File: config.mk
export PLATFORM = sky130hd
export DESIGN_NAME = movavg_serial
export DESIGN_NICKNAME = d
export VERILOG_FILES = /design/src/rtl/movavg_serial.sv
export SDC_FILE = /design/constraint.sdc
export NUM_CORES = 1
export LEC_CHECK = 0
export CAP_MARGIN = 20
export CELL_PAD_IN_SITES_DETAIL_PLACEMENT = 1
export CELL_PAD_IN_SITES_GLOBAL_PLACEMENT = 2
export CORE_ASPECT_RATIO = 0.75
export CORE_MARGIN = 1
export CORE_UTILIZATION = 35
export CTS_BUF_LIST = sky130_fd_sc_hd__clkbuf_2
export DETAILED_ROUTE_END_ITERATION = 7
export PLACE_DENSITY = 0.75
export SLEW_MARGIN = 20
export SYNTH_ARGS = -nofsm -noshare
export SYNTH_HDL_FRONTEND = slang
export SYNTH_SLANG_ARGS = --single-unit
File: constraint.sdc
create_clock -name clk -period 1.75 [get_ports clk]
set_input_delay 0.175 -clock clk [delete_from_list [all_inputs] [get_ports clk]]
set_output_delay 0.175 -clock clk [all_outputs]
set_load 0.03 [all_outputs]
File: src/rtl/movavg_serial.sv
// ---------------------------------------------------------------------------
// movavg_serial
//   Four-tap moving-sum filter on W-bit words, computed bit-serially.
//   One word is accepted per W-cycle frame, serialised LSB first, delayed
//   through three W-bit serial taps, summed by a tree of three bit-serial
//   adders and reassembled into a parallel word on dout once per frame.
//   dout[W-1:2] is the four-sample average.
//
// Ports
//   clk    rising-edge clock
//   reset  synchronous, active-low reset
//   din    parallel input word, sampled at frame cycle 0
//   dout   registered moving sum din[n]+din[n-1]+din[n-2]+din[n-3] mod 2^W,
//          updated only on frame-boundary edges
// ---------------------------------------------------------------------------
module movavg_serial #(
    parameter int unsigned W = 64
) (
    input  logic         clk,
    input  logic         reset,
    input  logic [W-1:0] din,
    output logic [W-1:0] dout
);

    localparam int unsigned CW = $clog2(W);

    logic [CW-1:0] cnt_q, cnt_d;
    logic [W-1:0]  in_q, in_d;
    logic [W-1:0]  tap1_q, tap1_d;
    logic [W-1:0]  tap2_q, tap2_d;
    logic [W-1:0]  tap3_q, tap3_d;
    logic [W-1:0]  res_q, res_d;
    logic [W-1:0]  dout_q, dout_d;
    logic          c1_q, c1_d;
    logic          c2_q, c2_d;
    logic          c3_q, c3_d;

    logic          frame_start;
    logic          s1, s2, s3;
    logic          co1, co2, co3;

    always_comb begin
        frame_start = (cnt_q == '0);
        cnt_d       = (cnt_q == CW'(W - 1)) ? '0 : cnt_q + CW'(1);

        // Adder tree: (in + tap1) + (tap2 + tap3), one bit per cycle.
        s1  = in_q[0] ^ tap1_q[0] ^ c1_q;
        co1 = (in_q[0] & tap1_q[0]) | (in_q[0] & c1_q) | (tap1_q[0] & c1_q);
        s2  = tap2_q[0] ^ tap3_q[0] ^ c2_q;
        co2 = (tap2_q[0] & tap3_q[0]) | (tap2_q[0] & c2_q) | (tap3_q[0] & c2_q);
        s3  = s1 ^ s2 ^ c3_q;
        co3 = (s1 & s2) | (s1 & c3_q) | (s2 & c3_q);

        // The bit in flight at the frame-start edge is bit W-1 of the
        // previous word; it still feeds the taps while the new word loads.
        in_d   = frame_start ? din : {1'b0, in_q[W-1:1]};
        tap1_d = {in_q[0],   tap1_q[W-1:1]};
        tap2_d = {tap1_q[0], tap2_q[W-1:1]};
        tap3_d = {tap2_q[0], tap3_q[W-1:1]};
        res_d  = {s3, res_q[W-1:1]};

        // Final sum bit completes on the frame-start edge, so dout takes
        // the shifted result including it.
        dout_d = frame_start ? res_d : dout_q;

        // Carry out of bit W-1 is dropped; bit 0 starts with no carry.
        c1_d = frame_start ? 1'b0 : co1;
        c2_d = frame_start ? 1'b0 : co2;
        c3_d = frame_start ? 1'b0 : co3;
    end

    always_ff @(posedge clk) begin
        if (!reset) begin
            cnt_q  <= '0;
            in_q   <= '0;
            tap1_q <= '0;
            tap2_q <= '0;
            tap3_q <= '0;
            res_q  <= '0;
            dout_q <= '0;
            c1_q   <= 1'b0;
            c2_q   <= 1'b0;
            c3_q   <= 1'b0;
        end else begin
            cnt_q  <= cnt_d;
            in_q   <= in_d;
            tap1_q <= tap1_d;
            tap2_q <= tap2_d;
            tap3_q <= tap3_d;
            res_q  <= res_d;
            dout_q <= dout_d;
            c1_q   <= c1_d;
            c2_q   <= c2_d;
            c3_q   <= c3_d;
        end
    end

    assign dout = dout_q;

endmodule

# --- Word level (Yosys, flattened, before mapping) ---
# Index checks and enable logic that the tools add are counted.
totals:
  regBits: 393
  input_bits: 66
  out_inout_bits: 64
op_classes:
  addsub: 1
  n_eq_ne: 1
  n_mux: 1
  n_bitwise: 22
  reduce_logical: 4
op_table:
  columns: ["op", "n"]
  rows:
  - ["63-bit two-way mux", 1]
  - ["1-bit bitwise AND", 9]
  - ["6-bit by 1-bit adder with 6-bit output, second input constant", 1]
  - ["6-bit == test, second input constant", 1]
  - ["6-bit zero test", 1]
  - ["1-bit OR", 6]
  - ["1-bit bitwise XOR", 6]
  - ["2-bit OR reduction", 2]
  - ["2-bit AND reduction", 1]
  - ["1-bit inverter", 1]

# --- Logic depth before layout (Yosys ltp) ---
depth:
  depth_word: 5
  mapped_depth: 7

# --- Worst setup path before layout ---
# No wires, ideal clock.
synth_timing:
  kind: "register -> register"
  from: "reg cnt_q[0]"
  to: "reg dout_q[0], in the netlist dout[0]"
  setup_time_ns: 0.117
  arrival_time_ns: 1.610
  setup_slack_ns: 0.023
  path_stages_with_launch: 8
  period_less_slack_ns: 1.727
  cell_sequence: "dfxtp_1 > inv_1 > ha_1 > or4b_1 > o21a_1 > buf_6 > buf_6 > a22o_1"
synth_via:
  elab_chain_cells: 1
synth_lines:
  columns: ["element", "line_no", "source"]
  rows:
  - ["start, declared", "27", "logic [CW-1:0] cnt_q, cnt_d;"]
  - ["start signal, assigned", "85", "cnt_q <= cnt_d;"]
  - ["6-bit zero test", "43", "frame_start = (cnt_q == '0);"]
  - ["end signal, assigned", "91", "dout_q <= dout_d;"]
  - ["end, declared", "33", "logic [W-1:0] dout_q, dout_d;"]
# Every way passes these cells.
# A chain may end at the register's enable or synchronous reset.

# --- Worst setup path in the final report ---
layout_timing:
  from: "reg cnt_q[0]"
  to: "reg in_q[61]"
layout_via:
  elab_chain_cells: 2
layout_lines:
  columns: ["element", "line_no", "source"]
  rows:
  - ["6-bit zero test", "43", null]
  - ["63-bit two-way mux", "56", "in_d = frame_start ? din : {1'b0, in_q[W-1:1]};"]
  - ["end signal, assigned", "86", "in_q <= in_d;"]
  - ["end, declared", "28", "logic [W-1:0] in_q, in_d;"]
# Every way passes these cells.

==> results summary <==
The count of buffers inserted at the top-level ports is roughly 130. The length of the first detailed-routing pass in iterations is 6. After synthesis, the cell types taking the most area are sky130_fd_sc_hd__dfxtp_1, sky130_fd_sc_hd__and2_1, sky130_fd_sc_hd__a22o_1. The largest incremental delay on the critical path came out at 480 ps.

The minimum setup slack in the final design came out at -45.4 ps. The largest area contributor in the synthesized netlist is sky130_fd_sc_hd__dfxtp_1. The number of buffers created by CTS is 87.

The count of different cell masters after synthesis came out at 22. Max-cap violations in this run came to 0. The actual transition at the worst max-transition pin is 550 ps. The full die area is 32600 um2.

The die is ~160 um tall. Walking the worst path, the cells encountered are inv_1 -> ha_1 -> or4b_4 -> nor3_4 -> buf_12 -> buf_12 -> a22o_1. The area growth from synthesis to layout is 27.6%.

In the synthesized netlist the dominant register cell turns out to be sky130_fd_sc_hd__dfxtp_1. The remaining global-route overflow came out at 0. The net count of the finished layout is 1194. The proportion of layout cells with a drive suffix above 1 is 0.206.

The clock net in this run drives a total of around 390 sinks. The remaining number of nets flagged by the antenna check after routing came out at 0. The number of DRC violations after detailed-routing iteration 0 came out at ~320. The largest vdd supply drop came out at 0.501 mV.

On the critical path, the stage with the largest delay is an instance of sky130_fd_sc_hd__or4b_4. The number of cells in the design after placement is 1373. The total count of hold-check failures in the final report came out at 0.

The vias per cell came out at 4.34. Synthesis inferred 392 register bits. The cell with the most instances on the worst path is sky130_fd_sc_hd__buf_12. The worst setup path is launched from a flip-flop. The final-layout worst hold slack is 199 ps.

The share of async-settable or async-resettable flops after synthesis is 0. The total half-perimeter wirelength after legalization and detailed placement is 11900 um. CTS placed an instance of sky130_fd_sc_hd__clkbuf_2 at the clock tree root. In this run the worst path has a maximum fanout of 22. The critical path is of the reg -> reg type. The setup total negative slack is -1280 ps. The total global-route track usage came out at 0.139. The initial cell density of the core came out at 0.356. Detailed routing inserted a total of between 6000 and 7000 vias. The proportion of netlist area held by the largest area contributor came out at 0.704. Yosys printed 0 warnings. The share of the cycle needed by the critical path after routing came out at 1.03.

Clock skew on the completed layout was measured at 49.1 ps. The setup slack after placement came out at -84.3 ps. The maximum number of pins on one net before global-route repair came out at between 100 and 150.

Routability-driven placement finished with a final weighted congestion of 0.688. The initial antenna violation count came out at 1. The die span in x came out at roughly 210 um. Yosys mapped a number of flops with a built-in enable equal to 0. The number of global-route vias before repair is 7247. The first global-routing pass estimated 36400 um of wire.

The clock-pin slew on the worst setup and hold paths came out at 110 ps. TritonCTS built the clock tree. The data arrival time at the worst-slack endpoint came out at 2590 ps.

STA classifies the critical path endpoint as a flip-flop. The number of buffers inserted to repair setup after CTS is 0. For the worst setup path, the data required time is 2540 ps. The final standard cell area without fillers is 14200 um2. The number of top-level design ports is 130. The total standard cell area after synthesis is 11200 um2. The final critical path time including I/O delays and setup is 1800 ps.

After filler insertion, the fill cell instance count of the layout stands at 3332. The min-delay analysis places its worst path in the category in -> reg. The depth of the CTS H-tree is 3. The DRC violation count after routing is 0. The final reports fail on setup timing. Synthesis produced a netlist with a net count of 941. The share of the Yosys chip area taken by registers is 0.704. Wires add up to 22600 um. The number of setup violations in the final report came out at 77.

The number of cells in the finished layout apart from fillers came out at 1598. Dividing the synthesized area by the synthesized cell count gives 12.8 um2. The clock passes through at most 3 buffers. The clock latency on the worst-skew pair came out at around 870 ps.

The final count of pins violating max slew came out at 0. The post-detailed-placement cell area came out at 13000 um2. The number of placement rows is 56. Static timing analysis puts the maximum clock frequency at 557 MHz.

The relative max-transition margin came out at 0.630. The cell area power density came out at 1120 nW/um2. The routed length per instance came out at 14.1 um. In this run the static leakage power is 0.00617 uW. The core region is between 30000 and 40000 um2. Setup repair after global routing could not meet its margin everywhere. The run finished, with violations left. The count of mapped cells out of synthesis came out at a little under 900.
[layout make-up]
| type | instances | area [um2] | share of cell area |
|---|---|---|---|
| Timing Repair Buffer | 220 | 2040 | 0.143 |
| Clock inverter | 18 | 154 | 0.0108 |
| Antenna cell | 2 | 5.00 | 0.000352 |
| Inverter | 12 | 45.0 | 0.00316 |
| Sequential cell | 392 | 7850 | 0.552 |
| Clock buffer | 138 | 691 | 0.0485 |
| Multi-Input combinational cell | 410 | 2940 | 0.206 |
| Tap cell | 406 | 508 | 0.0357 |
[worst paths after layout]
check                        start                    end  slack (ps)  cells past startpoint
max            cnt_q[0]$_SDFF_PP0_    in_q[61]$_SDFF_PN0_         -50                      7
min                          reset  tap1_q[62]$_SDFF_PN0_         200                      3
max reg2reg    cnt_q[0]$_SDFF_PP0_    in_q[61]$_SDFF_PN0_         -50                      7
min reg2reg  tap2_q[36]$_SDFF_PN0_  tap2_q[35]$_SDFF_PN0_         420                      1
[Yosys cell counts (3+ instances only)]
library cell	n
sky130_fd_sc_hd__buf_4	11
sky130_fd_sc_hd__buf_2	3
sky130_fd_sc_hd__a22o_1	127
sky130_fd_sc_hd__clkbuf_1	31
sky130_fd_sc_hd__inv_1	12
sky130_fd_sc_hd__buf_6	11
sky130_fd_sc_hd__fa_1	3
sky130_fd_sc_hd__nor2_1	8
sky130_fd_sc_hd__and2_1	254
sky130_fd_sc_hd__dfxtp_1	392
[power by group]
group	switching, uW	internal (uW)
Clock	3390	2500
Combinational	424	518
Sequential	61.1	9080
[metal layers]
layer,share of wire,up-vias,global-route usage
met5,0,-,0
met4,0.021,0,0.0677
met3,0.043,42,0.0419
met2,0.43,145,0.202
met1,0.50,3316,0.187
li1,-,3425,-
[flip-flops by register name, summed over array words and instances (netlist names)]
register and flops:
in_q 64, c1_q 1, res_q 63, c2_q 1, dout 64, tap1_q 64, tap3_q 64, c3_q 1
tap2_q 64, cnt_q 6
[layout by cell type, fill, tap and decap left out, types with 3 or more instances in the layout]
cell type | Yosys | routed
sky130_fd_sc_hd__a22o_1 | 127 | 127
sky130_fd_sc_hd__clkbuf_2 | 0 | 138
sky130_fd_sc_hd__bufinv_16 | 0 | 3
sky130_fd_sc_hd__clkdlybuf4s50_1 | 0 | 64
sky130_fd_sc_hd__dlygate4sd3_1 | 0 | 65
sky130_fd_sc_hd__clkbuf_4 | 0 | 5
sky130_fd_sc_hd__and2_1 | 254 | 254
sky130_fd_sc_hd__clkinv_1 | 0 | 13
sky130_fd_sc_hd__buf_2 | 3 | 53
sky130_fd_sc_hd__buf_12 | 0 | 13
sky130_fd_sc_hd__dfxtp_2 | 0 | 5
sky130_fd_sc_hd__buf_4 | 11 | 18
sky130_fd_sc_hd__inv_1 | 12 | 9
sky130_fd_sc_hd__nor2_1 | 8 | 8
sky130_fd_sc_hd__dfxtp_1 | 392 | 387
sky130_fd_sc_hd__inv_2 | 0 | 3
sky130_fd_sc_hd__fa_1 | 3 | 3
[logic make-up (layout without fill, tap and decap cells)]
kind of cell	Yosys count	after routing	share of synthesized area
xor+xnor	3	3	0.00236
buf+inv	68	388	0.0343
simple gates	271	271	0.150
other cells	0	2	0
flops	392	392	0.704
fa+ha+maj	5	5	0.00763
compound gates	131	131	0.102
[worst max-delay path, delay by kind of cell (launching register included)]
| kind | cells | cell delay (ps) |
|---|---|---|
| simple gates | 2 | 670 |
| compound gates | 1 | 190 |
| buf+inv | 3 | 410 |
| fa+ha+maj | 1 | 130 |
| flops | 1 | 340 |
[per-stage QoR]
step / power (uW) / util
after CTS: 16200 / 0.452
after detailed placement: 10100 / 0.414
after global routing: 16800 / 0.454
after floorplan: 9760 / -
final: 16000 / 0.454
after global placement: 10100 / 0.414
[repair_timing]
action                                  CTS  global route
gates resized for setup                 327            16
hold buffers                             65             0
endpoints found under the hold margin   392             0
endpoints found under the setup margin  171           135
gates cloned                              0             2
Note: power is estimated with default switching activity, not from simulation.
